--- config.mk ---
export PLATFORM = sky130hd
export DESIGN_NAME = pc_trace_monitor
export DESIGN_NICKNAME = d
export VERILOG_FILES = /design/src/rtl/pc_trace_monitor.sv
export SDC_FILE = /design/constraint.sdc
export NUM_CORES = 1
export LEC_CHECK = 0
export CAP_MARGIN = 10
export CORE_ASPECT_RATIO = 1.5
export CORE_MARGIN = 3
export CORE_UTILIZATION = 25
export DETAILED_ROUTE_END_ITERATION = 10
export SETUP_SLACK_MARGIN = 0.2
export SKIP_LAST_GASP = 1
export SLEW_MARGIN = 20
export SYNTH_ARGS = -nofsm -noshare
export SYNTH_HDL_FRONTEND = slang
export SYNTH_SLANG_ARGS = --single-unit
--- constraint.sdc ---
create_clock -name clk -period 2.86 [get_ports clk]
set_clock_uncertainty 0.15 [all_clocks]
set_input_delay 0.572 -clock clk [delete_from_list [all_inputs] [get_ports clk]]
set_output_delay 0.572 -clock clk [all_outputs]
set_load 0.01 [all_outputs]
--- src/rtl/pc_trace_monitor.sv ---
// Observer for a single-cycle CPU program counter: counts retired/jump PCs and cycles,
// remembers the last jump, and reports done (DONE_ADDR plus settle drain) or a failure cause.
module pc_trace_monitor #(
  parameter int                    ADDR_WIDTH     = 32,
  parameter int                    CNT_WIDTH      = 16,
  parameter logic [ADDR_WIDTH-1:0] DONE_ADDR      = 'h0000_006c,
  parameter int                    SETTLE_CYCLES  = 5,
  parameter int                    TIMEOUT_CYCLES = 1024,
  parameter int                    STUCK_CYCLES   = 8
) (
  input  logic                  clk,
  input  logic                  rstn,
  input  logic                  en,
  input  logic [ADDR_WIDTH-1:0] pc_in,
  output logic                  busy,
  output logic                  done,
  output logic                  fail,
  output logic [1:0]            fail_code,
  output logic [CNT_WIDTH-1:0]  instr_cnt,
  output logic [CNT_WIDTH-1:0]  jump_cnt,
  output logic [CNT_WIDTH-1:0]  cycle_cnt,
  output logic [ADDR_WIDTH-1:0] last_jump_src,
  output logic [ADDR_WIDTH-1:0] last_jump_dst,
  output logic [2:0]            dbg_state
);

  localparam int SW = $clog2(SETTLE_CYCLES + 1);

  localparam logic [1:0] FC_TIMEOUT    = 2'b01;
  localparam logic [1:0] FC_STUCK      = 2'b10;
  localparam logic [1:0] FC_MISALIGNED = 2'b11;

  typedef enum logic [2:0] {
    S_IDLE   = 3'd0,
    S_RUN    = 3'd1,
    S_SETTLE = 3'd2,
    S_DONE   = 3'd3,
    S_FAIL   = 3'd4
  } state_t;

  state_t                r_state;
  logic                  r_busy;
  logic                  r_done;
  logic                  r_fail;
  logic [1:0]            r_fail_code;
  logic [CNT_WIDTH-1:0]  r_instr_cnt;
  logic [CNT_WIDTH-1:0]  r_jump_cnt;
  logic [CNT_WIDTH-1:0]  r_cycle_cnt;
  logic [CNT_WIDTH-1:0]  r_stall_cnt;
  logic [SW-1:0]         r_settle_cnt;
  logic [ADDR_WIDTH-1:0] r_prev_pc;
  logic [ADDR_WIDTH-1:0] r_jump_src;
  logic [ADDR_WIDTH-1:0] r_jump_dst;

  logic w_misaligned;
  logic w_at_done;
  logic w_timeout;
  logic w_same;
  logic w_seq;
  logic w_stuck;

  function automatic logic [CNT_WIDTH-1:0] sat_inc(input logic [CNT_WIDTH-1:0] v);
    return (v == '1) ? v : v + CNT_WIDTH'(1);
  endfunction

  assign w_misaligned = (pc_in[1:0] != 2'b00);
  assign w_at_done    = (pc_in == DONE_ADDR);
  assign w_timeout    = (r_cycle_cnt == CNT_WIDTH'(TIMEOUT_CYCLES - 1));
  assign w_same       = (pc_in == r_prev_pc);
  assign w_seq        = (pc_in == r_prev_pc + ADDR_WIDTH'(4));
  // The stall counter holds the repeats seen so far; this edge is one more.
  assign w_stuck      = w_same && (r_stall_cnt == CNT_WIDTH'(STUCK_CYCLES - 1));

  always_ff @(posedge clk or negedge rstn) begin
    if (!rstn) begin
      r_state      <= S_IDLE;
      r_busy       <= 1'b0;
      r_done       <= 1'b0;
      r_fail       <= 1'b0;
      r_fail_code  <= 2'b00;
      r_instr_cnt  <= '0;
      r_jump_cnt   <= '0;
      r_cycle_cnt  <= '0;
      r_stall_cnt  <= '0;
      r_settle_cnt <= '0;
      r_prev_pc    <= '0;
      r_jump_src   <= '0;
      r_jump_dst   <= '0;
    end else if (!en) begin
      r_state <= S_IDLE;
      r_busy  <= 1'b0;
    end else begin
      case (r_state)
        S_IDLE: begin
          r_state      <= S_RUN;
          r_busy       <= 1'b1;
          r_done       <= 1'b0;
          r_fail       <= 1'b0;
          r_fail_code  <= 2'b00;
          r_instr_cnt  <= '0;
          r_jump_cnt   <= '0;
          r_cycle_cnt  <= '0;
          r_stall_cnt  <= '0;
          r_settle_cnt <= '0;
          r_prev_pc    <= pc_in;
          r_jump_src   <= '0;
          r_jump_dst   <= '0;
        end
        S_RUN: begin
          r_cycle_cnt <= sat_inc(r_cycle_cnt);
          r_prev_pc   <= pc_in;
          if (w_misaligned) begin
            r_state     <= S_FAIL;
            r_busy      <= 1'b0;
            r_fail      <= 1'b1;
            r_fail_code <= FC_MISALIGNED;
          end else if (w_timeout && !w_at_done) begin
            r_state     <= S_FAIL;
            r_busy      <= 1'b0;
            r_fail      <= 1'b1;
            r_fail_code <= FC_TIMEOUT;
          end else begin
            if (w_same) begin
              r_stall_cnt <= sat_inc(r_stall_cnt);
            end else begin
              r_stall_cnt <= '0;
              r_instr_cnt <= sat_inc(r_instr_cnt);
              if (!w_seq) begin
                r_jump_cnt <= sat_inc(r_jump_cnt);
                r_jump_src <= r_prev_pc;
                r_jump_dst <= pc_in;
              end
            end
            // Reaching DONE_ADDR outranks a stuck PC on the same edge.
            if (w_at_done) begin
              r_state      <= S_SETTLE;
              r_settle_cnt <= SW'(1);
            end else if (w_stuck) begin
              r_state     <= S_FAIL;
              r_busy      <= 1'b0;
              r_fail      <= 1'b1;
              r_fail_code <= FC_STUCK;
            end
          end
        end
        S_SETTLE: begin
          r_cycle_cnt <= sat_inc(r_cycle_cnt);
          if (r_settle_cnt == SW'(SETTLE_CYCLES)) begin
            r_state <= S_DONE;
            r_busy  <= 1'b0;
            r_done  <= 1'b1;
          end else begin
            r_settle_cnt <= r_settle_cnt + SW'(1);
          end
        end
        S_DONE, S_FAIL: begin
          r_state <= r_state;
        end
        default: begin
          r_state <= S_IDLE;
          r_busy  <= 1'b0;
        end
      endcase
    end
  end

  assign busy          = r_busy;
  assign done          = r_done;
  assign fail          = r_fail;
  assign fail_code     = r_fail_code;
  assign instr_cnt     = r_instr_cnt;
  assign jump_cnt      = r_jump_cnt;
  assign cycle_cnt     = r_cycle_cnt;
  assign last_jump_src = r_jump_src;
  assign last_jump_dst = r_jump_dst;
  assign dbg_state     = r_state;

endmodule

# After elaboration in Yosys (flattened, before gate mapping)
# Cells that the tools add are included.
dict set report word_totals {
  ff_bits 171
  output_inout_bits 120
  inputBits 35
  word_cells 133
}
dict set report classes {
  eq_ne 32
  muxes 59
  n_addsub 6
  reduce_logical 23
}
# cell count
set op_table {}
lappend op_table {{2-to-1 mux 32 bit} 8}
lappend op_table {{2-to-1 mux 16 bit} 14}
lappend op_table {{one-hot mux 16 bit (2 select lines)} 4}
lappend op_table {{one-hot mux 32 bit (2 select lines)} 2}
lappend op_table {{adder 16 x 1 -> 16 bit (second input constant)} 4}
lappend op_table {{equality test 16 bit (second input constant)} 4}
lappend op_table {{equality test 32 bit} 2}
lappend op_table {{adder 32 x 3 -> 32 bit (second input constant)} 1}
lappend op_table {{equality test 32 x 7 -> 1 bit (second input constant)} 1}
lappend op_table {{2-to-1 mux 3 bit} 10}
lappend op_table {{inequality test 2 bit (second input constant)} 11}
lappend op_table {{AND reduction 6 bit} 3}
lappend op_table {{equality test 16 x 10 -> 1 bit (second input constant)} 1}
lappend op_table {{equality test 16 x 3 -> 1 bit (second input constant)} 1}
lappend op_table {{one-hot mux 3 bit (4 select lines)} 1}
lappend op_table {{2-to-1 mux 1 bit} 11}
lappend op_table {{inequality test 5 bit (second input constant)} 2}
lappend op_table {{one-hot mux 3 bit (3 select lines)} 1}
lappend op_table {{AND reduction 3 bit} 3}
lappend op_table {{2-to-1 mux 2 bit} 4}
lappend op_table {{inequality test 4 bit (second input constant)} 2}
lappend op_table {{AND reduction 4 bit} 2}
lappend op_table {{nonzero test 2 bit} 4}
lappend op_table {{AND reduction 7 bit} 1}
lappend op_table {{other kinds (16)} 23}

# Logic depth before layout (Yosys ltp)
dict set report logic_depth {
  ltp_word 8
  mapped_depth 14
  mapped_depth_nobuf 10
}

# Worst setup path before layout
# OpenSTA, ideal clock, no wires.
dict set report synth_timing {
  kind {input port to flip-flop}
  from {input pc_in[7]}
  to {register r_jump_cnt[12] (netlist: jump_cnt[12])}
  path_slack_ns -0.109
  path_stages 12
  setup_time_ns 0.121
  t_required_ns 2.589
  path_buffers 4
  arrival_time_ns 2.697
  cell_sequence {clkbuf_1 -> xor2_1 -> nor4_1 -> nand4_1 -> or4_4 -> and2_1 -> buf_2 -> o21ai_2 -> buf_6 -> buf_6 -> nor2_1 -> o22a_1}
}
dict set report synth_between {
  elab_chain_cells 5
  word_cells_on_any_way 9
  cone_classes {eq/ne: 6; reduce/logical: 3}
}
# item line
set synth_rtl {}
lappend synth_rtl {{from (decl)} 14} ;# input logic [ADDR_WIDTH-1:0] pc_in,
lappend synth_rtl {{equality test 32 x 7 -> 1 bit} 67} ;# assign w_at_done = (pc_in == DONE_ADDR);
lappend synth_rtl {{logical NOT 1 bit} 117} ;# end else if (w_timeout && !w_at_done) begin
lappend synth_rtl {{logical AND 1 bit} 117}
lappend synth_rtl {{inequality test 2 bit (no line)} -}
lappend synth_rtl {{AND reduction 7 bit (no line) *} -}
lappend synth_rtl {{to (signal assigned)} 129} ;# r_jump_cnt <= sat_inc(r_jump_cnt);
lappend synth_rtl {{to (decl)} 47} ;# logic [CNT_WIDTH-1:0] r_jump_cnt;
# Mark *: on every way between the ends. The rest lies on a longest branch, timed or not.
# A chain may end at the register's enable or synchronous reset.

# Final worst setup path
dict set report layout_timing {
  from {register r_prev_pc[3]}
  to {register r_jump_dst[13] (netlist: last_jump_dst[13])}
}
dict set report layout_between {
  elab_chain_cells 4
  word_cells_on_any_way 6
  cone_classes {add/sub: 1; eq/ne: 4; reduce/logical: 1}
}
# item line
set layout_rtl {}
lappend layout_rtl {{from (decl)} 51} ;# logic [ADDR_WIDTH-1:0] r_prev_pc;
lappend layout_rtl {{from (signal assigned)} 105} ;# r_prev_pc <= pc_in;
lappend layout_rtl {{from (signal assigned)} 111} ;# r_prev_pc <= pc_in;
lappend layout_rtl {{adder 32 x 3 -> 32 bit} 70} ;# assign w_seq = (pc_in == r_prev_pc + ADDR_WIDTH'(4));
lappend layout_rtl {{equality test 32 bit} 70}
lappend layout_rtl {{inequality test 2 bit (no line)} -}
lappend layout_rtl {{AND reduction 6 bit (no line) *} -}
lappend layout_rtl {{to (signal assigned)} 131} ;# r_jump_dst <= pc_in;
lappend layout_rtl {{to (decl)} 53} ;# logic [ADDR_WIDTH-1:0] r_jump_dst;
# Marked as above.

==> results.yml <==
timing:
  fin_crit_sh: 1.074
  hold_slack_ns: 0.1925
  timing.fmax_ghz: 0.3256
  setup_viol: 101
  slew_violations: 0
  rsz0062_at_grt: "yes"
  period_minus_slack_ns: 3.071
  slew_headroom: 0.4884
  hold_violations: 0
  tightest_slew_ns: 0.7673
  setup_ws_ns: -0.2112
logic_synthesis:
  syn_area_per_cell_sq_um: 8.581
  yosys.area.top_type: "dfrtp_1"
  synth-async-reset-ratio: 1.000
  yosysTopAreaCellShare: 0.4630
  synth_edf_count: 0
  synth_flop_cell: "dfrtp_1"
  syn_nets: 1119
  netlist_instances: 1077
  seq_area_frac_synth: 0.4630
  synth_cell_types: 66
  synth_seq_cells: 171
  synth_area_leaders: "dfrtp_1 (46%), nand2_1 (11%), xor2_1 (3.6%)"
  yosysWarnings: 0
  syn_area_sq_um: 9241
layout:
  n_antenna_cell: 0
  finalNetCount: 1472
  drive_gt1_frac: 0.3125
  utilization: 0.4125
  regArea_sq_um: 4289
  layout_commonest_cell: "nand2_1"
  multi_input_area_sq_um: 5592
  syn2layout_area_growth_pct: 61.40
  fillers: 3563
  layout_common_cells: "nand2_1 (248), buf_4 (182), dfrtp_1 (163)"
routing:
  avgViaCountPerCell: 4.916
  first_iter_violations: 583
  wl_mm: 35.21
  wl_per_cell_um: 18.33
  first_pass_iters: 5
  ant_nets: 0
  num_vias: 9444
  drc: 0
setup_path:
  r2r_start: "r_prev_pc[3]"
  cp-start-kind: "register"
  worstSetupPathType: "register to register"
  critPathArrivalTime_ns: 3.24
  crit_required_ns: 3.03
  setup.worst_path.start: "r_prev_pc[3]"
  path_max_fanout: 9
  endpoint_kind: "register"
grt:
  grt_pass1_vias: 9522
  grt_max_degree: 68
  grt_pass1_wl_mm: 52.95
  grt_usage: 0.1723
  grt_antenna_before_repair: 0
  grt_overflow_total: 0
placement:
  finalWeightedCongestion: 0.8999
  post-dp-hpwl_mm: 24.00
  io_buffers: 154
run_status:
  outcome: "finished with violations"
  violations: "setup timing"
flow_run:
  maxCapViolations: 0
die:
  die_w_um: 163.0
  core_sq_um: 36160
  die_y_um: 241.5
  num_rows: 85
  pin_count: 155
  start_util: 0.2556
  dieArea_sq_um: 39360
clock_network:
  path_clk_slew_ns: 0.08
  htreeDepth: 4
  clockBufferDepth: 2
  worstSkewPairLatency_ns: 0.46
  cts_buffers: 17
  cts_tree: "done"
  cts-root-buf: "clkbuf_16"
  cts.sinks: 171
power:
  p_per_area_nw_per_um2: 654.3
  p_leak_nw: 6.484
  peakVddDrop_mv: 0.3569
worst_hold_path:
  min_from: "pc_in[14]"
  hold_path.class: "input pin to register"
[cell type report]
type                            instances  area share
Clock buffer                           19     0.02902
Tap cell                              478     0.04010
Clock inverter                         13    0.009982
Timing Repair Buffer                  396      0.2542
Sequential cell                       171      0.2876
Multi-Input combinational cell        827      0.3749
Inverter                               17    0.004278
[cell usage after synthesis, drive strengths merged, types with 6 or more instances]
master / count
and4: 6
dfrtp: 171
xnor2: 30
nand2: 272
and2: 7
nor3: 24
inv: 17
clkbuf: 33
a31oi: 14
nand2b: 12
o21ai: 109
nor2b: 7
a21oi: 23
o31ai: 13
o22a: 10
o41ai: 10
xor2: 38
nand3: 39
ha: 7
nor4: 22
and3: 14
nor2: 70
or3: 10
buf: 29
nand4: 28
[power breakdown]
part | total (mW) | internal [mW] | switching (mW) | leakage, nW
clock network | 2.39 | 1.25 | 1.14 | 0.278
registers | 3.22 | 2.84 | 0.374 | 2.28
logic | 4.16 | 2.05 | 2.11 | 3.92
total | 9.76 | 6.14 | 3.62 | 6.48
[layer usage]
layer  routed length, um  vias to the layer above  global-route usage
met5                   0                        -                   0
met4                1822                        0             0.08438
met3                1749                       98             0.03883
met2               18520                      259              0.3112
met1               13120                     4625              0.1899
li1                    -                     4462                   -
[critical path: stages, from the launching register on]
cell and delay (ns):
dfrtp_2 0.45, ha_4 0.18, buf_6 0.13, xnor2_1 0.17, or3b_4 0.42, nor4b_4 0.21, and3_1 0.20, nand4_1 0.19
o21ai_4 0.26, buf_6 0.14, buf_12 0.10, buf_8 0.11, buf_16 0.14, o31ai_2 0.07
[worst paths after layout]
check / to / slack (ns) / cells past startpoint
max: last_jump_dst[13] / -0.21 / 13
max in group asynchronous: r_prev_pc[10] / 1.28 / 3
max reg2reg: last_jump_dst[13] / -0.21 / 13
min reg2reg: busy / 0.33 / 1
min in group asynchronous: r_stall_cnt[12] / 0.51 / 2
min: r_prev_pc[14] / 0.19 / 3
[repair_timing]
action                                 4_1_cts  5_1_grt
resized for setup                          199      172
cloned                                       6        6
setup endpoints to repair                  122      119
setup buffers                               22       29
endpoints found under the hold margin       51        0
pin swaps                                   44       80
hold buffers                                 1        0
[registers in the layout, summed over array words and instances (netlist names)]
name / cells
done: 1
jump_cnt: 16
last_jump_src: 32
instr_cnt: 16
last_jump_dst: 32
fail: 1
r_prev_pc: 32
r_settle_cnt: 3
busy: 1
dbg_state: 3
r_stall_cnt: 16
fail_code: 2
cycle_cnt: 16
[cell families after synthesis]
family / count (synthesis) / share of synthesized area
buf+inv: 79 / 0.04075
simple gates: 536 / 0.2755
compound gates: 208 / 0.1376
mux: 8 / 0.009206
flops: 171 / 0.4630
fa+ha+maj: 7 / 0.009477
xor+xnor: 68 / 0.06445
[per-stage QoR]
| step | power (mW) | setup slack, ns | cells | TNS (ns) | instance area, sq um |
|---|---|---|---|---|---|
| final | 9.759 | -0.2112 | 1921 | -12.88 | 14920 |
| after global routing | 10.29 | -0.2527 | 1921 | -19.31 | 14920 |
| after CTS | 9.296 | -0.1091 | 1886 | -5.149 | 13890 |
| after detailed placement | 6.442 | -1.471 | 1825 | -161.67 | 12510 |
| after global placement | 6.409 | -1.462 | 1825 | -162.52 | 12510 |
| after floorplan | 4.703 | -0.02761 | 1077 | -0.1320 | 9331 |
(Power assumes the default switching activity.)
